[src/rtl/input_mod.sv]
// ----------------------------------------------------------------------------
// input_mod -- input peripheral that serves the IN instruction.
//
// When the control unit raises read_req, the block stalls the core and waits
// for the operator to press the confirm key. The block then latches the
// switch bank, extends it to 32 bits and returns it with a one-cycle valid
// pulse. The raw switches and key pass through 2-flop synchronizers, and the
// key is debounced before any edge on it is used.
//
// Parameters
//   SW_W      switch bank width (1..32)
//   DEBOUNCE  consecutive stable cycles needed to accept a key level change
//   SIGN_EXT  1 = sign-extend the switch value, 0 = zero-extend
//
// Ports
//   clk       system clock, rising edge
//   reset     asynchronous active-low reset
//   switches  raw board switches (asynchronous)
//   key_n     raw confirm pushbutton, active-low, bouncing
//   read_req  level request, held high for the whole IN instruction
//   data_out  captured, extended switch value (holds the last capture)
//   valid     one-cycle pulse: data_out is new this cycle
//   stall     freeze PC/pipeline while high
//   waiting   "enter value" LED, high while waiting for the key
// ----------------------------------------------------------------------------
module input_mod #(
    parameter int SW_W     = 16,
    parameter int DEBOUNCE = 500000,
    parameter int SIGN_EXT = 0
) (
    input  logic            clk,
    input  logic            reset,
    input  logic [SW_W-1:0] switches,
    input  logic            key_n,
    input  logic            read_req,
    output logic [31:0]     data_out,
    output logic            valid,
    output logic            stall,
    output logic            waiting
);

    localparam int CNT_W = (DEBOUNCE < 2) ? 1 : $clog2(DEBOUNCE + 1);

    localparam logic [1:0] S_IDLE = 2'd0;
    localparam logic [1:0] S_WAIT = 2'd1;
    localparam logic [1:0] S_DONE = 2'd2;
    localparam logic [1:0] S_HOLD = 2'd3;

    // ---------------- synchronizers ----------------
    logic [SW_W-1:0] sw_s1_q, sw_s2_q;
    logic            key_s1_q, key_s2_q;

    // key sync resets to 1 so that a reset never looks like a press
    always_ff @(posedge clk or negedge reset) begin
        if (!reset) begin
            sw_s1_q  <= '0;
            sw_s2_q  <= '0;
            key_s1_q <= 1'b1;
            key_s2_q <= 1'b1;
        end else begin
            sw_s1_q  <= switches;
            sw_s2_q  <= sw_s1_q;
            key_s1_q <= key_n;
            key_s2_q <= key_s1_q;
        end
    end

    // ---------------- debouncer ----------------
    logic             pressed_s;
    logic [CNT_W-1:0] cnt_q, cnt_d;
    logic             key_db_q, key_db_d;
    logic             key_db_prev_q;
    logic             press_evt;

    assign pressed_s = ~key_s2_q;

    // The counter tracks how long the synchronized level has disagreed with
    // key_db. Any agreement clears it, so only an unbroken run of DEBOUNCE
    // mismatching cycles flips key_db.
    always_comb begin
        cnt_d    = '0;
        key_db_d = key_db_q;
        if (pressed_s != key_db_q) begin
            if (cnt_q == CNT_W'(DEBOUNCE - 1)) begin
                key_db_d = ~key_db_q;
            end else begin
                cnt_d = cnt_q + CNT_W'(1);
            end
        end
    end

    always_ff @(posedge clk or negedge reset) begin
        if (!reset) begin
            cnt_q         <= '0;
            key_db_q      <= 1'b0;
            key_db_prev_q <= 1'b0;
        end else begin
            cnt_q         <= cnt_d;
            key_db_q      <= key_db_d;
            key_db_prev_q <= key_db_q;
        end
    end

    // Edge-only: a key already held when WAIT is entered never fires.
    assign press_evt = key_db_q & ~key_db_prev_q;

    // ---------------- FSM ----------------
    logic [1:0] state_q, state_d;
    logic       capture;

    always_comb begin
        state_d = state_q;
        case (state_q)
            S_IDLE: if (read_req) state_d = S_WAIT;
            // abort takes priority over a coincident press
            S_WAIT: begin
                if (!read_req)      state_d = S_IDLE;
                else if (press_evt) state_d = S_DONE;
            end
            S_DONE: state_d = S_HOLD;
            S_HOLD: if (!read_req) state_d = S_IDLE;
            default: state_d = S_IDLE;
        endcase
    end

    assign capture = (state_q == S_WAIT) && (state_d == S_DONE);

    // ---------------- capture / extension ----------------
    logic [31:0] sw_ext;
    logic [31:0] data_q;

    always_comb begin
        sw_ext = (SIGN_EXT != 0) ? {32{sw_s2_q[SW_W-1]}} : 32'd0;
        sw_ext[SW_W-1:0] = sw_s2_q;
    end

    always_ff @(posedge clk or negedge reset) begin
        if (!reset) begin
            state_q <= S_IDLE;
            data_q  <= '0;
        end else begin
            state_q <= state_d;
            if (capture) data_q <= sw_ext;
        end
    end

    // stall follows read_req combinationally in IDLE so the IN instruction
    // cannot advance in the cycle before WAIT is entered
    assign data_out = data_q;
    assign valid    = (state_q == S_DONE);
    assign waiting  = (state_q == S_WAIT);
    assign stall    = (state_q == S_WAIT) || ((state_q == S_IDLE) && read_req);

endmodule

[config.mk]
export PLATFORM = sky130hd
export DESIGN_NAME = input_mod
export DESIGN_NICKNAME = d
export VERILOG_FILES = /design/src/rtl/input_mod.sv
export SDC_FILE = /design/constraint.sdc
export NUM_CORES = 1
export LEC_CHECK = 0
export CORE_ASPECT_RATIO = 0.8
export CORE_MARGIN = 2
export CORE_UTILIZATION = 54
export CTS_BUF_LIST = sky130_fd_sc_hd__clkbuf_16
export CTS_CLUSTER_SIZE = 16
export DETAILED_ROUTE_END_ITERATION = 10
export GPL_TIMING_DRIVEN = 0
export PLACE_DENSITY = 0.83
export SKIP_CTS_REPAIR_TIMING = 1
export SYNTH_ARGS = -nofsm -noshare
export SYNTH_HDL_FRONTEND = slang
export SYNTH_SLANG_ARGS = --single-unit
[constraint.sdc]
create_clock -name clk -period 3.7 [get_ports clk]
set_clock_uncertainty 0.05 [all_clocks]
set_input_delay 0.74 -clock clk [delete_from_list [all_inputs] [get_ports clk]]
set_output_delay 0.74 -clock clk [all_outputs]
set_load 0.02 [all_outputs]
=== Yosys cells after proc, flatten, opt, wreduce, memory -nomap -nowiden ===
Cells that the tools add are included.
W data, S select, Z words.

* Word-level logic and storage cells: 32
* Register bits after elaboration: 73
* Input port bits: 20

* Bitwise logic cells: 4
* $add $sub $neg: 1
* Equality and inequality tests: 6
* Multiplexer cells: 7
* Reduce and logical (&&, ||, !) cells: 5

{| class="wikitable"
|+ Operators by type and width
! kind !! count
|-
| $mux W19 || 2
|-
| $add A19 B1 Y19 const B || 1
|-
| $eq A19 B19 Y1 const B || 1
|-
| $mux W2 || 4
|-
| $pmux W2 S4 || 1
|-
| $eq A2 B2 Y1 const B || 3
|-
| $not A1 Y1 || 3
|-
| $eq A2 B1 Y1 const B || 1
|-
| $logic_and A1 B1 Y1 || 2
|-
| $logic_not A2 Y1 || 1
|-
| $reduce_and A2 Y1 || 1
|-
| $and A1 B1 Y1 || 1
|-
| $logic_or A1 B1 Y1 || 1
|-
| $ne A1 B1 Y1 || 1
|}

=== Longest topological paths before layout ===
* Word-level depth: 7
* Depth in mapped cells: 6

=== Worst setup path after synthesis ===
No wires, ideal clock.

* Path kind: input port to output port
* Start point: in read_req
* End point: out stall
* Required time: 2.910 ns
* Arrival time: 1.050 ns
* Stages: 2
* Path slack: 1.860 ns
* Cells stage by stage: nor2_1 nor2_1

* Word-level cells in the longest chain between the ends: 2

{| class="wikitable"
|+ Ends and longest elaborated chain
! element !! RTL line !! text
|-
| start, declared || 35 || <nowiki>input logic read_req,</nowiki>
|-
| $logic_and A1 B1 Y1 || 152 || <nowiki>assign stall = (state_q == S_WAIT) || ((state_q == S_IDLE) && read_req);</nowiki>
|-
| $logic_or A1 B1 Y1 || 152 ||
|-
| end, declared || 38 || <nowiki>output logic stall,</nowiki>
|}

Every way passes these cells.

=== Worst setup path in the final report ===
Ends and elaborated chain as after synthesis.

==> metrics.csv <==
metric,value,unit
initial_core_util,54.95,%
leakagePower,0.001587,µW
rsz0062_at_grt,false,
die_w,83.12,µm
maxCapViolCount,0,
fmax,354.0,MHz
synth_edf_count,0,
vdd_drop_max,0.0004121,V
routed_wl,4556,µm
numPortBuffers,38,
synth_area_leaders,"dfrtp_1, mux2_2, xnor2_1",
place_ws,0.8866,ns
fillerInstances,342,
slew_headroom,42.19,%
fin_ws,0.8751,ns
crit_path_end_kind,output pin,
clk_latency,0.33,ns
firstDrtPassIters,4,
grt_max_degree,74,
grt_first_pass_wirelength,7866,µm
cts_max_path_buffers,2,
arrival,2.03,ns
ioPinCount,55,
hp-class,register to register,
antenna_cells,0,
hold_path_end,sw_s2_q[14],
yosysWarnings,0,
finalCritPeriodShare,76.35,%
synthArstFlopShare,100.0,%
rrSetupSlack,1.69,ns
min_path_cells,0,
ys_seq_area_share,67.65,%
gp_congestion,0.8412,
synth-seq-cells,73,
antenna_found_initial,0,
cts_max_level,3,
hpwlAfterDp,2980,µm
cts_tree,yes,
core_area,4921,µm²
die_h,67.29,µm
critPathMaxStageDelay,0.60,ns
tightest_slew,0.8671,ns
synthTopCellsByCount,"dfrtp_1, nor2_1, buf_4, mux2_2, xnor2_1",
drv_slew,0,
root_buffer,clkbuf_16,
cts_sinks,73,
cp_cell_sequence,clkdlybuf4s50_1 > nor2_1 > nor2_1 > clkdlybuf4s50_1,
p_per_area,485.2,nW/µm²
r2r-start,cnt_q[0],
syn_to_final_growth,29.25,%
start_kind,primary input,
drc,0,
finalSetupViolCount,0,
layout-drive-gt1-share,20.22,%
first_global_vias,1664,
postSynthAreaPerCell,13.32,µm²
hp-start,sw_s1_q[14],
syn_inst,203,
clk_pin_slew,0.06,ns
hold_violations,0,
synth.most_common_cell,dfrtp_1,
ys_types,32,
viasPerCell,4.862,
dieArea,5593,µm²
yosysTopAreaCell,dfrtp_1,
path_max_fanout,4,
r2r_end,cnt_q[11],
synth_ff_type,dfrtp_1,
fin_hold_ws,0.2975,ns
wire_per_inst,13.64,µm
rows,23,
path_class,primary input to output pin,
grt_overflow,0,
worstPathRequired,2.91,ns
first_iter_violations,86,
fin_nets,288,
ff2ff_path_depth,6,
grt_usage,18.77,%
p_total,1695,µW
synth_area,2704,µm²
period_minus_slack,2.825,ns
crit_slowest_cell,clkdlybuf4s50_1,
num_vias,1624,
ant_nets,0,
outcome,"complete, no violations",
yosysTopAreaCellShare,65.71,%
cts_buffers,9,
flip-flops by register name, summed over array words and instances (netlist names):
name	count
cnt_q	19
key_s2_q	1
key_db_q	1
sw_s1_q	16
key_db_prev_q	1
state_q	2
key_s1_q	1
data_out	16
sw_s2_q	16
metrics by stage:
step	utilization, %	setup TNS, ns	cells	area [µm²]
final	71.01	0	334	3495
after floorplan	-	0	218	2760
after global placement	65.40	-33.40	318	3218
after CTS	71.01	0	334	3495
after detailed placement	65.34	0	318	3216
after global routing	71.01	0	334	3495
worst max-delay path, delay by kind of cell:
| family | cells | cell delay, ns |
|---|---|---|
| buffers and inverters | 2 | 1.14 |
| and+or+nand+nor | 2 | 0.15 |
how the worst max path moves through the flow:
stage | startpoint | end | slack (ns) | cells after the start
global route | read_req | stall | 0.81 | 4
floorplan | read_req | stall | 1.86 | 2
global placement | reset | sw_s1_q[10] | -0.47 | 1
CTS | read_req | stall | 0.87 | 4
finish | read_req | stall | 0.88 | 4
detailed placement | read_req | stall | 0.89 | 4
area by class of cell:
type                       count  area (µm²)  area share [%]
clock buffer                   9       225.2           6.445
timing repair buffer          38       377.9           10.81
clock inverter                 7       53.80           1.540
tap                           62       77.57           2.220
sequential                    73        1829           52.35
inverter                       6       22.52          0.6445
buffer                        19       133.9           3.831
multi-input combinational    120       774.5           22.16
cells in the final DEF (no fill, tap or decap), drive strengths merged, types with 3 or more instances in the layout:
| cell | netlist | layout |
|---|---|---|
| nor3 | 4 | 4 |
| nor2 | 22 | 22 |
| conb | 1 | 16 |
| dfrtp | 71 | 71 |
| nor4 | 8 | 8 |
| buf | 18 | 19 |
| clkinvlp | 0 | 3 |
| nand3 | 7 | 7 |
| clkbuf | 1 | 10 |
| xnor2 | 15 | 15 |
| clkdlybuf4s50 | 0 | 37 |
| and3 | 3 | 3 |
| nand2 | 5 | 5 |
| nand4 | 6 | 6 |
| inv | 6 | 8 |
| mux2 | 16 | 16 |
metal layers:
layer  up-vias  global-route usage (%)  part of all wire, %
li1        786                       -                    -
met1       792                   21.32                   42
met2        41                   33.17                   52
met3         5                   8.435                  5.6
met4         0                   4.713                 0.50
met5         -                       0                    0
kinds of logic (layout without fill, tap and decap cells):
logic type / count (synthesis) / after routing / synth area share [%]
flip-flops: 73 / 73 / 67.65
AND/OR/NAND/NOR: 63 / 63 / 12.12
buffers and inverters: 25 / 79 / 5.784
XOR/XNOR: 16 / 16 / 5.183
multiplexers: 16 / 16 / 6.663
AO/OA/AOI/OAI: 8 / 8 / 1.990
adder cells (fa/ha/maj): 1 / 1 / 0.4627
other: 1 / 16 / 0.1387
power breakdown:
part | leakage, µW | total, µW | internal [µW] | switching (µW)
clock | 0.000128 | 787 | 457 | 330
sequential | 0.000934 | 831 | 821 | 9.53
combinational | 0.000524 | 77.8 | 34.8 | 43.0
Power figures use the tool's default switching activity.
